[config.mk]
export PLATFORM = sky130hd
export DESIGN_NAME = seven_segment_scan_controller
export DESIGN_NICKNAME = d
export VERILOG_FILES = /design/src/rtl/seg7_pkg.sv /design/src/rtl/bcd_to_seven_segment.sv /design/src/rtl/seven_segment_scan_controller.sv
export SDC_FILE = /design/constraint.sdc
export NUM_CORES = 1
export LEC_CHECK = 0
export BUFFER_PORTS_ARGS = -buffer_cell sky130_fd_sc_hd__buf_2
export CORE_MARGIN = 3
export CORE_UTILIZATION = 30
export DETAILED_ROUTE_END_ITERATION = 8
export SETUP_SLACK_MARGIN = 0.2
export SYNTH_ARGS = -nofsm -noshare
export SYNTH_HDL_FRONTEND = slang
export SYNTH_SLANG_ARGS = --single-unit
export TNS_END_PERCENT = 1
[constraint.sdc]
create_clock -name clk -period 2.7 [get_ports clk]
set_clock_uncertainty 0.1 [all_clocks]
set_input_delay 0.54 -clock clk [delete_from_list [all_inputs] [get_ports clk]]
set_output_delay 0.54 -clock clk [all_outputs]
set_load 0.05 [all_outputs]
[src/rtl/seg7_pkg.sv]
// Shared seven-segment definitions: active-low segment patterns, enable
// codes and the slot phase type used by the scan controller and by the
// single-digit counter blocks that reuse the decoder.
package seg7_pkg;

  // Active-low {dp,g,f,e,d,c,b,a} patterns for 0-9, dp bit left dark.
  localparam logic [7:0] SEG_DIGIT [0:9] = '{
    8'b11000000,
    8'b11111001,
    8'b10100100,
    8'b10110000,
    8'b10011001,
    8'b10010010,
    8'b10000010,
    8'b11111000,
    8'b10000000,
    8'b10010000
  };

  // Out-of-range BCD values show only the g segment.
  localparam logic [7:0] SEG_DASH = 8'b10111111;

  // Every segment dark, including the decimal point.
  localparam logic [7:0] SEG_OFF = 8'hFF;

  // No digit selected.
  localparam logic [3:0] EN_NONE = 4'b1111;

  // Phase inside one digit slot.
  typedef enum logic {
    PH_BLANK,
    PH_SHOW
  } phase_e;

  // Active-low one-cold enable for the given slot index.
  function automatic logic [3:0] digit_enable(input logic [1:0] idx);
    logic [3:0] oneHot;
    oneHot = 4'b0001 << idx;
    return ~oneHot;
  endfunction

endpackage

[src/rtl/bcd_to_seven_segment.sv]
// Combinational BCD to active-low seven-segment decoder with decimal point
// and blank control. A blanked digit keeps its decimal point so that a
// suppressed leading zero can still carry a lit dp.
module bcd_to_seven_segment
  import seg7_pkg::*;
(
  input  logic [3:0] bcd,
  input  logic       dp,
  input  logic       blank,
  output logic [7:0] seg
);

  logic [7:0] pattern;

  // Look up the glyph; anything above 9 becomes a dash.
  always_comb begin
    pattern = SEG_DASH;
    case (bcd)
      4'd0:    pattern = SEG_DIGIT[0];
      4'd1:    pattern = SEG_DIGIT[1];
      4'd2:    pattern = SEG_DIGIT[2];
      4'd3:    pattern = SEG_DIGIT[3];
      4'd4:    pattern = SEG_DIGIT[4];
      4'd5:    pattern = SEG_DIGIT[5];
      4'd6:    pattern = SEG_DIGIT[6];
      4'd7:    pattern = SEG_DIGIT[7];
      4'd8:    pattern = SEG_DIGIT[8];
      4'd9:    pattern = SEG_DIGIT[9];
      default: pattern = SEG_DASH;
    endcase
  end

  // Blank the glyph segments if asked, then overlay the active-low dp.
  always_comb begin
    seg    = blank ? SEG_OFF : pattern;
    seg[7] = ~dp;
  end

endmodule

[src/rtl/seven_segment_scan_controller.sv]
// Four-digit multiplexed seven-segment scanner. Each digit owns a slot of
// REFRESH_DIV clocks that starts with BLANK_CYCLES clocks of all enables
// off to stop ghosting. Inputs are captured into shadow registers once per
// frame so a frame never mixes old and new digits. All pins are registered
// from the scan state, one clock behind it.
module seven_segment_scan_controller
  import seg7_pkg::*;
#(
  parameter int REFRESH_DIV  = 100000,
  parameter int BLANK_CYCLES = 1000
) (
  input  logic        clk,
  input  logic        reset,
  input  logic [15:0] digits_bcd,
  input  logic [3:0]  dp_mask,
  input  logic        blank_leading_zero,
  output logic [7:0]  seven_segment_data,
  output logic [3:0]  seven_segment_enable,
  output logic        frame_done
);

  localparam int CNT_W = (REFRESH_DIV > 1) ? $clog2(REFRESH_DIV) : 1;
  localparam logic [CNT_W-1:0] CNT_MAX   = CNT_W'(REFRESH_DIV - 1);
  localparam logic [CNT_W-1:0] BLANK_END = CNT_W'(BLANK_CYCLES);

  logic [CNT_W-1:0] cnt_q, cnt_d;
  logic [1:0]       idx_q, idx_d;
  logic [15:0]      shadowDigits_q;
  logic [3:0]       shadowDp_q;
  logic             shadowBlz_q;
  logic [7:0]       segData_q, segData_d;
  logic [3:0]       segEnable_q, segEnable_d;
  logic             frameDone_q, frameDone_d;

  logic             slotEnd;
  logic             frameWrap;
  logic [3:0]       curDigit;
  logic             curDp;
  logic [3:0]       suppress;
  logic             curSuppress;
  logic [7:0]       decSeg;
  phase_e           phase;

  // Slot and frame boundaries derived from the dwell counter and index.
  always_comb begin
    slotEnd   = (cnt_q == CNT_MAX);
    frameWrap = slotEnd && (idx_q == 2'd3);
  end

  // Dwell counter runs every clock; the slot index steps at each slot end.
  always_comb begin
    cnt_d = cnt_q + 1'b1;
    idx_d = idx_q;
    if (slotEnd) begin
      cnt_d = '0;
      idx_d = idx_q + 2'd1;
    end
  end

  // Blank phase covers the first BLANK_CYCLES clocks of each slot.
  always_comb begin
    phase = (cnt_q < BLANK_END) ? PH_BLANK : PH_SHOW;
  end

  // Pick the shadowed digit and decimal point for the current slot.
  always_comb begin
    curDigit = shadowDigits_q[{idx_q, 2'b00} +: 4];
    curDp    = shadowDp_q[idx_q];
  end

  // Leading zeros are suppressed from the left until a nonzero digit;
  // the rightmost digit always shows.
  always_comb begin
    suppress    = 4'b0000;
    suppress[3] = shadowBlz_q && (shadowDigits_q[15:12] == 4'd0);
    suppress[2] = suppress[3] && (shadowDigits_q[11:8] == 4'd0);
    suppress[1] = suppress[2] && (shadowDigits_q[7:4] == 4'd0);
    curSuppress = suppress[idx_q];
  end

  bcd_to_seven_segment u_decoder (
    .bcd   (curDigit),
    .dp    (curDp),
    .blank (curSuppress),
    .seg   (decSeg)
  );

  // Next pin values: dark during the blank phase or for a suppressed digit
  // without a dp, otherwise enable the slot's digit with its decoded glyph.
  always_comb begin
    segEnable_d = EN_NONE;
    segData_d   = SEG_OFF;
    frameDone_d = frameWrap;
    if (phase == PH_SHOW) begin
      if (!(curSuppress && !curDp)) begin
        segEnable_d = digit_enable(idx_q);
        segData_d   = decSeg;
      end
    end
  end

  // Scan state: counter and slot index restart from slot 0 on reset.
  always_ff @(posedge clk or posedge reset) begin
    if (reset) begin
      cnt_q <= '0;
      idx_q <= 2'd0;
    end else begin
      cnt_q <= cnt_d;
      idx_q <= idx_d;
    end
  end

  // Shadow registers reload only at the frame wrap so a frame never tears.
  always_ff @(posedge clk or posedge reset) begin
    if (reset) begin
      shadowDigits_q <= 16'h0000;
      shadowDp_q     <= 4'b0000;
      shadowBlz_q    <= 1'b0;
    end else if (frameWrap) begin
      shadowDigits_q <= digits_bcd;
      shadowDp_q     <= dp_mask;
      shadowBlz_q    <= blank_leading_zero;
    end
  end

  // Output registers: pins follow the scan state one clock later.
  always_ff @(posedge clk or posedge reset) begin
    if (reset) begin
      segEnable_q <= EN_NONE;
      segData_q   <= SEG_OFF;
      frameDone_q <= 1'b0;
    end else begin
      segEnable_q <= segEnable_d;
      segData_q   <= segData_d;
      frameDone_q <= frameDone_d;
    end
  end

  assign seven_segment_data   = segData_q;
  assign seven_segment_enable = segEnable_q;
  assign frame_done           = frameDone_q;

endmodule

==> results of run 1 <==
## layout make-up
cell class | instances | area [um^2]
Clock buffer | 6 | 72.6
Clock inverter | 2 | 35.0
Fill cell | 820 | 5320
Inverter | 10 | 37.5
Multi-Input combinational cell | 128 | 1110
Sequential cell | 53 | 1340
Tap cell | 105 | 131
Timing Repair Buffer | 40 | 213
## through the flow
stage	power [mW]	area, um^2	cells
after floorplan	0.821	2550	200
after global placement	0.845	2830	336
after detailed placement	0.846	2830	336
after CTS	1.37	2940	344
after global routing	1.41	2940	344
final	1.35	2940	344
## cells in the mapped netlist (all sizes together)
master / count
a21oi: 4
and2: 1
and3: 3
and4: 4
and4b: 1
buf: 7
clkbuf: 2
dfrtp: 41
dfstp: 12
ha: 10
inv: 10
mux2: 23
mux2i: 2
mux4: 5
nand2: 5
nand3: 16
nand3b: 1
nand4: 6
nor2: 11
nor2b: 1
nor3: 2
nor3b: 1
nor4: 4
o2111ai: 1
o211ai: 3
o21a: 2
o21ai: 3
o21ba: 1
o21bai: 1
o31ai: 1
or2b: 1
xnor2: 8
xor2: 7
## power breakdown
part,internal (mW),switching (mW),leakage [nW]
registers,0.794,0,0.685
clock network,0.275,0.251,0.0552
logic,0.0133,0.0213,0.589
## per-layer routing
metal | vias to the layer above | track usage (%)
met5 | - | 0
met4 | 0 | 2.84
met3 | 3 | 3.07
met2 | 33 | 14.8
met1 | 796 | 15.5
li1 | 792 | -
## cells by family (layout without fill, tap and decap cells)
logic type	Yosys count	count (layout)	synth area share, %
AOI/OAI and AO/OA	16	16	4.16
and+or+nand+nor	57	57	13.2
xor gates and xnor gates	15	15	5.14
buffers and inverters	19	58	4.16
DFF	53	53	52.5
adders and majority gates	10	10	4.90
muxes	30	30	15.9
## worst max-delay path by stage
stage,from,to,cells after the start
5_1_grt,cnt_q[0],shadowDigits_q[8],6
4_1_cts,cnt_q[0],shadowDigits_q[2],6
2_1_floorplan,idx_q[0],seven_segment_data[4],8
6_report,cnt_q[0],shadowDigits_q[2],6
3_5_place_dp,cnt_q[0],shadowDigits_q[2],6
3_3_place_gp,idx_q[0],seven_segment_data[4],7
## flip-flops by register name, indices dropped and copies added (netlist names)
signal	flops
cnt_q	17
shadowDigits_q	16
seven_segment_data	8
seven_segment_enable	4
shadowDp_q	4
idx_q	2
frame_done	1
shadowBlz_q	1
==> reports/results.tsv, run 1 <==
metric	value	unit
outcome	completed	
CP delay by family, top	simple AND/OR/NAND/NOR gates	
Max VDD drop	202	uV
Layout Utilization	35.6	%
core area	0.00826	mm^2
first-pass GRT wire length	8.03	mm
gr ovfl total	0	
Die W	98.3	um
Vias	1624	
met2 WL	2.13	mm
port bufs	35	
Final WS setup	0.558	ns
largest net degree at the start of global routing	27	
PD cells	461	mW/mm^2
Place WS	0.551	ns
Fmax	467	MHz
Clock Tree Root	clkbuf_8	
syn avg cell area	12.8	um^2
startpoint type of the worst setup path	register	
Largest stage delay, worst path	0.39	ns
top cells by area, synth	dfrtp_1 (40%), dfstp_2 (12%), mux2_2 (9.3%)	
Syn Nets	233	
crit-path cells	ha_1, and4_1, nand3_4, nor3_4, buf_4, mux2_2	
min Tclk post-route	2.14	ns
# DRC	0	
Yosys cell types	41	
clk sinks	53	
worst skew pair latency	0.30	ns
CP Class	register to register	
Vias/cell	4.72	
Post-CTS Hold Fix Bufs	0	
Clock Path Buffers	2	
min-delay worst type	input port to async pin	
sequential share of the synthesized area	52.5	%
Critical Path AT	2.24	ns
routed len/inst	14.0	um
post-synth top area share	40.2	%
commonest non-fill, non-tap cell in the layout	dfrtp_1	
RSZ-0062 raised after global routing	false	
area growth from synthesis to layout	15.0	%
hold slack	0.177	ns
CTS tree	built	
Register-to-Register Path Depth	6	
Die Height	98.3	um
GPL Wtd Cong	0.805	
Tcrit/Tclk final	79.3	%
Reg clk slew, reported paths	0.10	ns
TNS Setup	0	ns
number of global-route vias before repair	1562	
Detailed Routing Iterations Pass 1	4	
maxcap violations	0	
H-tree depth	2	
Rows	33	
share of cells above drive strength 1	36.0	%
DIE AREA	0.00966	mm^2
Post-CTS Setup Inserts	0	
Final Setup Violations	0	
Yosys Warn Count	0	
worst path bufs/invs	1	
final-report max-slew violation count	0	
#FFs+latches synth	53	
WP data required	2.80	ns
CP max FO	22	
Slowest-stage cell, CP	dfrtp_1	
nets@finish	271	
IO Count	36	
initial antenna violation count	0	
HPWL after detailed placement	3.60	mm
drt first-iter violations	48	
Worst-Margin Slew	0.559	ns
routed wl met3	211	um
Setup crit end kind	register	
largest area contributor in the netlist	dfrtp_1	
TritonCTS Buffers	5	
Post-Synthesis Cells	200	
most frequent cells in the layout	dfrtp_1 (41), buf_2 (35), mux2_2 (21)	
Post-DRT Antenna Nets	0	
Slew HR	62.7	%
starting density of the core	30.9	%
Total GRT Usage	10.4	%
Leak	1.33	nW
DR top layer	met4	
post_cts resized	0	
Routed Wire Length	4.83	mm
antenna cells	0	
r2r endpoint	shadowDigits_q[2]	
met1 WL	2.46	mm
FF-to-FF setup slack	0.56	ns
final hold vios	0	
FF-to-FF Start	cnt_q[0]	
synthesized area	0.00255	mm^2
Power figures use the tool's default switching activity.
==> inputs of run 2 (changes only) <==
==> constraint.sdc (replaced) <==
create_clock -name clk -period 2.1 [get_ports clk]
set_clock_uncertainty 0.1 [all_clocks]
set_input_delay 0.42 -clock clk [delete_from_list [all_inputs] [get_ports clk]]
set_output_delay 0.42 -clock clk [all_outputs]
set_load 0.05 [all_outputs]
==> run 2 against run 1 <==
Effect of this change:
- design area up 7.8%
- power is 29% higher
- register-to-register slack worse by 0.38 ns
- die area unchanged
- critical endpoint is now shadowDp_q[3]
- sequential cell count unchanged
- setup slack got worse by 0.38 ns
- via count grew 2.8%
- wire length up 3.2%
- critical path type unchanged
- highest routed layer unchanged
- clock-buffer cell count unchanged
- largest power group unchanged
- global-route usage increased by 0.47 points
- non-clock buffer count rose by 12
==> reports/results.tsv, run 2 (synthesis gave the netlist of run 1 again) <==
metric	value	unit	change
outcome	completed		
Fill cells	822		+0.24%
Vias	1669		+2.8%
HPWL after detailed placement	3.53	mm	-1.8%
Setup crit end kind	register		
Top reg by flops	cnt_q		
Slew HR	64.8	%	+2.2 points
routed len/inst	14.0	um	-0.29%
Final Setup Violations	0		unchanged
Tcrit/Tclk final	91.6	%	+12 points
Die W	98.3	um	unchanged
Fmax	520	MHz	+11%
worst skew pair latency	0.31	ns	about the same
starting density of the core	30.9	%	unchanged
CTS tree	built		
RSZ-0062 raised after global routing	true		
Leak	1.40	nW	+5.7%
Post-DP Area	0.00286	mm^2	+1.0%
Vias/cell	4.69		-0.69%
crit-path cells	ha_4, and4_4, nand3_4, nor3_4, buf_6, clkbuf_16, mux2_2		
Routed Wire Length	4.98	mm	+3.2%
Post-CTS Hold Fix Bufs	0		unchanged
Die Height	98.3	um	unchanged
most frequent cells in the layout	dfrtp_1 (38), buf_2 (35), mux2_2 (20)		
port bufs	35		unchanged
PD cells	553	mW/mm^2	+20%
Register Area	0.00135	mm^2	+0.28%
Total GRT Usage	10.9	%	+0.47 points
GPL Wtd Cong	0.828		+2.8%
Post-DRT Antenna Nets	0		unchanged
clk sinks	53		unchanged
final instance area	0.00317	mm^2	+7.8%
area growth from synthesis to layout	24.0	%	
gr ovfl total	0		unchanged
drt first-iter violations	48		unchanged
WP data required	2.19	ns	-0.61 ns
IO Count	36		unchanged
Slowest-stage cell, CP	dfrtp_1		
TritonCTS Buffers	5		unchanged
TNS Setup	0	ns	unchanged
Max VDD drop	228	uV	+13%
largest net degree at the start of global routing	31		+15%
Clock Tree Root	clkbuf_8		
Detailed Routing Iterations Pass 1	4		unchanged
share of cells above drive strength 1	45.4	%	+9.4 points
Critical Path AT	2.01	ns	-0.23 ns
min Tclk post-route	1.92	ns	-0.217 ns
max reg flops	17		unchanged
min-delay worst type	input port to async pin		
DIE AREA	0.00966	mm^2	unchanged
CP Class	register to register		
CP max FO	5		-77%
Largest stage delay, worst path	0.39	ns	about the same
final-report max-slew violation count	0		unchanged
Rows	33		unchanged
final hold vios	0		unchanged
Multi-input gate area	0.00117	mm^2	+5.6%
maxcap violations	0		unchanged
number of global-route vias before repair	1686		+7.9%
initial antenna violation count	0		unchanged
core area	0.00826	mm^2	unchanged
Place WS	0.0395	ns	-0.511 ns
FF-to-FF setup slack	0.18	ns	-0.38 ns
startpoint type of the worst setup path	register		
antenna cells	0		unchanged
Worst-Margin Slew	0.524	ns	-0.0352 ns
commonest non-fill, non-tap cell in the layout	dfrtp_1		
H-tree depth	2		unchanged
Final WS setup	0.175	ns	-0.383 ns
# DRC	0		unchanged
nets@finish	283		+4.4%
Clock Path Buffers	2		unchanged
first-pass GRT wire length	8.45	mm	+5.2%
Reg clk slew, reported paths	0.09	ns	about the same
## run 2: layout make-up
class	count	share of cell area, %
Tap cell	105	4.15
Clock buffer	6	2.29
Sequential cell	53	42.5
Clock inverter	2	1.22
Timing Repair Buffer	52	11.8
Multi-Input combinational cell	128	36.9
Inverter	10	1.18
## run 2: worst paths after layout
kind                                    endpoint  cells after the start         startpoint
max                                shadowDp_q[3]                      7           cnt_q[1]
min                                     cnt_q[4]                      2              reset
max reg2reg                        shadowDp_q[3]                      7           cnt_q[1]
min reg2reg                    shadowDigits_q[3]                      1  shadowDigits_q[3]
max in group asynchronous  seven_segment_data[4]                      3              reset
min in group clk               shadowDigits_q[3]                      2      digits_bcd[3]
## run 2: what timing repair did
| action | in CTS | in global routing |
|---|---|---|
| gates resized for setup | 8 | 14 |
| endpoints found under the setup margin | 28 | 31 |
| pin swaps | 3 | 2 |
| setup buffers | 7 | 2 |
| cloned | 1 | 1 |
## run 2: stage by stage
stage	hold slack, ns	instances	utilization (%)	total power, mW
3_3_place_gp	0.368	337	34.6	1.09
6_report	0.0377	356	38.4	1.75
3_5_place_dp	0.378	337	34.6	1.09
4_1_cts	0.0462	353	37.2	1.79
2_1_floorplan	0.347	200	-	1.06
5_1_grt	0.0730	356	38.4	1.84
## run 2: routing by layer
metal  wire (um)  vias to the layer above  share of wire (%)  track usage (%)
met5           0                        -                  0                0
met4          76                        0                1.5             3.89
met3         223                        7                4.5             2.93
met2        2220                       36                 45             16.2
met1        2460                      808                 49             15.3
li1            -                      818                  -                -
## run 2: report_power, final
group	total (mW)	leakage [nW]	internal (mW)	switching [mW]
Clock	0.688	0.0554	0.358	0.330
Sequential	1.02	0.681	1.02	0
Combinational	0.0440	0.668	0.0183	0.0257
Total	1.75	1.40	1.40	0.355
## run 2: critical path: cells and delay by family, from the launching register on
| kind | cells | cell delay, ns |
|---|---|---|
| multiplexers | 1 | 0.32 |
| buffers and inverters | 2 | 0.31 |
| AND/OR/NAND/NOR | 3 | 0.54 |
| flip-flops | 1 | 0.39 |
| adder cells (fa/ha/maj) | 1 | 0.16 |
==> inputs of run 3 (changes only) <==
--- a/config.mk
+++ b/config.mk
@@ -6,9 +6,12 @@
 export NUM_CORES = 1
 export LEC_CHECK = 0
 export BUFFER_PORTS_ARGS = -buffer_cell sky130_fd_sc_hd__buf_2
+export CELL_PAD_IN_SITES_DETAIL_PLACEMENT = 0
+export CELL_PAD_IN_SITES_GLOBAL_PLACEMENT = 1
 export CORE_MARGIN = 3
 export CORE_UTILIZATION = 30
 export DETAILED_ROUTE_END_ITERATION = 8
+export PLACE_DENSITY_LB_ADDON = 0.1
 export SETUP_SLACK_MARGIN = 0.2
 export SYNTH_ARGS = -nofsm -noshare
 export SYNTH_HDL_FRONTEND = slang
==> run 3 against run 2 <==
Effect of this change:
- global-route usage increased by 0.38 points
- design area is 4.8% higher
- via count is 4.0% higher
- non-clock buffer count is 15 higher
- first-iteration DRC count decreased by 31%
- largest cell class unchanged
- fmax fell by 0.96%
- clock power is 0.6% higher
- wire length up 8.6%
- hold slack improved by 0.0034 ns
==> reports/results.tsv, run 3 (synthesis gave the netlist of run 1 again) <==
metric	value	unit	change
outcome	completed		
Register Area	0.00134	mm^2	-0.19%
maxcap violations	0		unchanged
HPWL after detailed placement	3.66	mm	+3.6%
largest net degree at the start of global routing	54		+74%
Critical Path AT	2.04	ns	+0.03 ns
CP Class	register to register		
Layout Utilization	40.2	%	+1.8 points
worst skew pair latency	0.31	ns	about the same
Worst-Margin Slew	0.503	ns	-0.0216 ns
Reg clk slew, reported paths	0.10	ns	about the same
GPL Wtd Cong	0.750		-9.4%
port bufs	35		unchanged
TNS Setup	0	ns	unchanged
commonest non-fill, non-tap cell in the layout	dfrtp_1		
Total GRT Usage	11.3	%	+0.38 points
Detailed Routing Iterations Pass 1	4		unchanged
Die Height	98.3	um	unchanged
Max VDD drop	210	uV	-8.0%
Fmax	515	MHz	-0.96%
initial antenna violation count	0		unchanged
CP max FO	6		+1
Post-DRT Antenna Nets	0		unchanged
PD cells	530	mW/mm^2	-4.2%
Rows	33		unchanged
final hold vios	0		unchanged
starting density of the core	30.9	%	unchanged
nets@finish	298		+5.3%
gr ovfl total	0		unchanged
Clock Tree Root	clkbuf_8		
antenna cells	0		unchanged
# DRC	0		unchanged
WP data required	2.19	ns	about the same
Slew HR	66.3	%	+1.4 points
clk sinks	53		unchanged
max reg flops	17		unchanged
hold slack	0.0411	ns	+0.00341 ns
Fill cells	842		+2.4%
Vias	1736		+4.0%
Post-CTS Hold Fix Bufs	0		unchanged
IO Count	36		unchanged
Vias/cell	4.68		-0.19%
Final WS setup	0.157	ns	-0.0186 ns
Routed Wire Length	5.41	mm	+8.6%
startpoint type of the worst setup path	register		
Setup crit end kind	register		
first-pass GRT wire length	8.85	mm	+4.6%
area growth from synthesis to layout	30.0	%	
RSZ-0062 raised after global routing	true		
TritonCTS Buffers	5		unchanged
H-tree depth	2		unchanged
Place WS	0.0353	ns	-0.00420 ns
Die W	98.3	um	unchanged
Final Power	1.76	mW	+0.36%
Top reg by flops	cnt_q		
Tcrit/Tclk final	92.5	%	+0.88 points
routed len/inst	14.6	um	+4.2%
min Tclk post-route	1.94	ns	+0.0186 ns
share of cells above drive strength 1	47.0	%	+1.6 points
Leak	1.50	nW	+6.7%
number of global-route vias before repair	1731		+2.7%
min-delay worst type	input port to async pin		
drt first-iter violations	33		-31%
DIE AREA	0.00966	mm^2	unchanged
core area	0.00826	mm^2	unchanged
Multi-input gate area	0.00121	mm^2	+3.5%
Final Setup Violations	0		unchanged
Clock Path Buffers	2		unchanged
most frequent cells in the layout	dfrtp_1 (40), buf_2 (35), buf_4 (26)		
final-report max-slew violation count	0		unchanged
CTS tree	built		
-- run 3: layout make-up --
type / count / share of cell area, %
sequential: 53 / 40.4
multi-input combinational: 128 / 36.5
timing repair buffer: 67 / 14.8
tap: 105 / 3.96
clock buffer: 6 / 2.19
inverter: 10 / 1.13
clock inverter: 2 / 1.02
-- run 3: through the flow --
step	instances	cell area (um^2)
4_1_cts	361	3110
3_5_place_dp	348	2940
6_report	371	3320
5_1_grt	371	3320
2_1_floorplan	200	2550
3_3_place_gp	348	2940
-- run 3: worst max-delay path, cell delays in order (launching register included) --
cell and delay, ns:
dfrtp_1 0.39, ha_2 0.19, and4_4 0.25, nand3_4 0.08, nor3_4 0.22, buf_12 0.15
clkbuf_16 0.15, mux2_4 0.29
-- run 3: worst paths after layout --
kind                                   start               endpoint  slack (ns)  cells after the start
setup reg to reg                    cnt_q[1]          shadowDp_q[1]        0.16                      7
min in group clk               digits_bcd[3]      shadowDigits_q[3]        0.22                      2
hold reg to reg            shadowDigits_q[3]      shadowDigits_q[3]        0.41                      1
max in group asynchronous              reset  seven_segment_data[4]        1.56                      3
setup / recovery                    cnt_q[1]          shadowDp_q[1]        0.16                      7
hold / removal                         reset            shadowBlz_q        0.04                      3
-- run 3: power by group --
group	internal (mW)	leakage, nW	switching, mW
clock	0.353	0.0528	0.339
sequential	1.02	0.683	0
combinational	0.0191	0.762	0.0268
-- run 3: repair_timing --
| action | 4_1_cts | 5_1_grt |
|---|---|---|
| cloned | 0 | 3 |
| buffers inserted | 5 | 7 |
| setup endpoints to repair | 28 | 28 |
| pin swaps | 1 | 4 |
| resized for setup | 10 | 21 |
-- run 3: per-layer routing --
layer  vias up  global-route usage, %  part of all wire, %
met5         -                      0                    0
met4         0                   2.52                 0.79
met3         4                   3.07                  4.4
met2        33                   15.9                   43
met1       861                   17.3                   52
li1        838                      -                    -
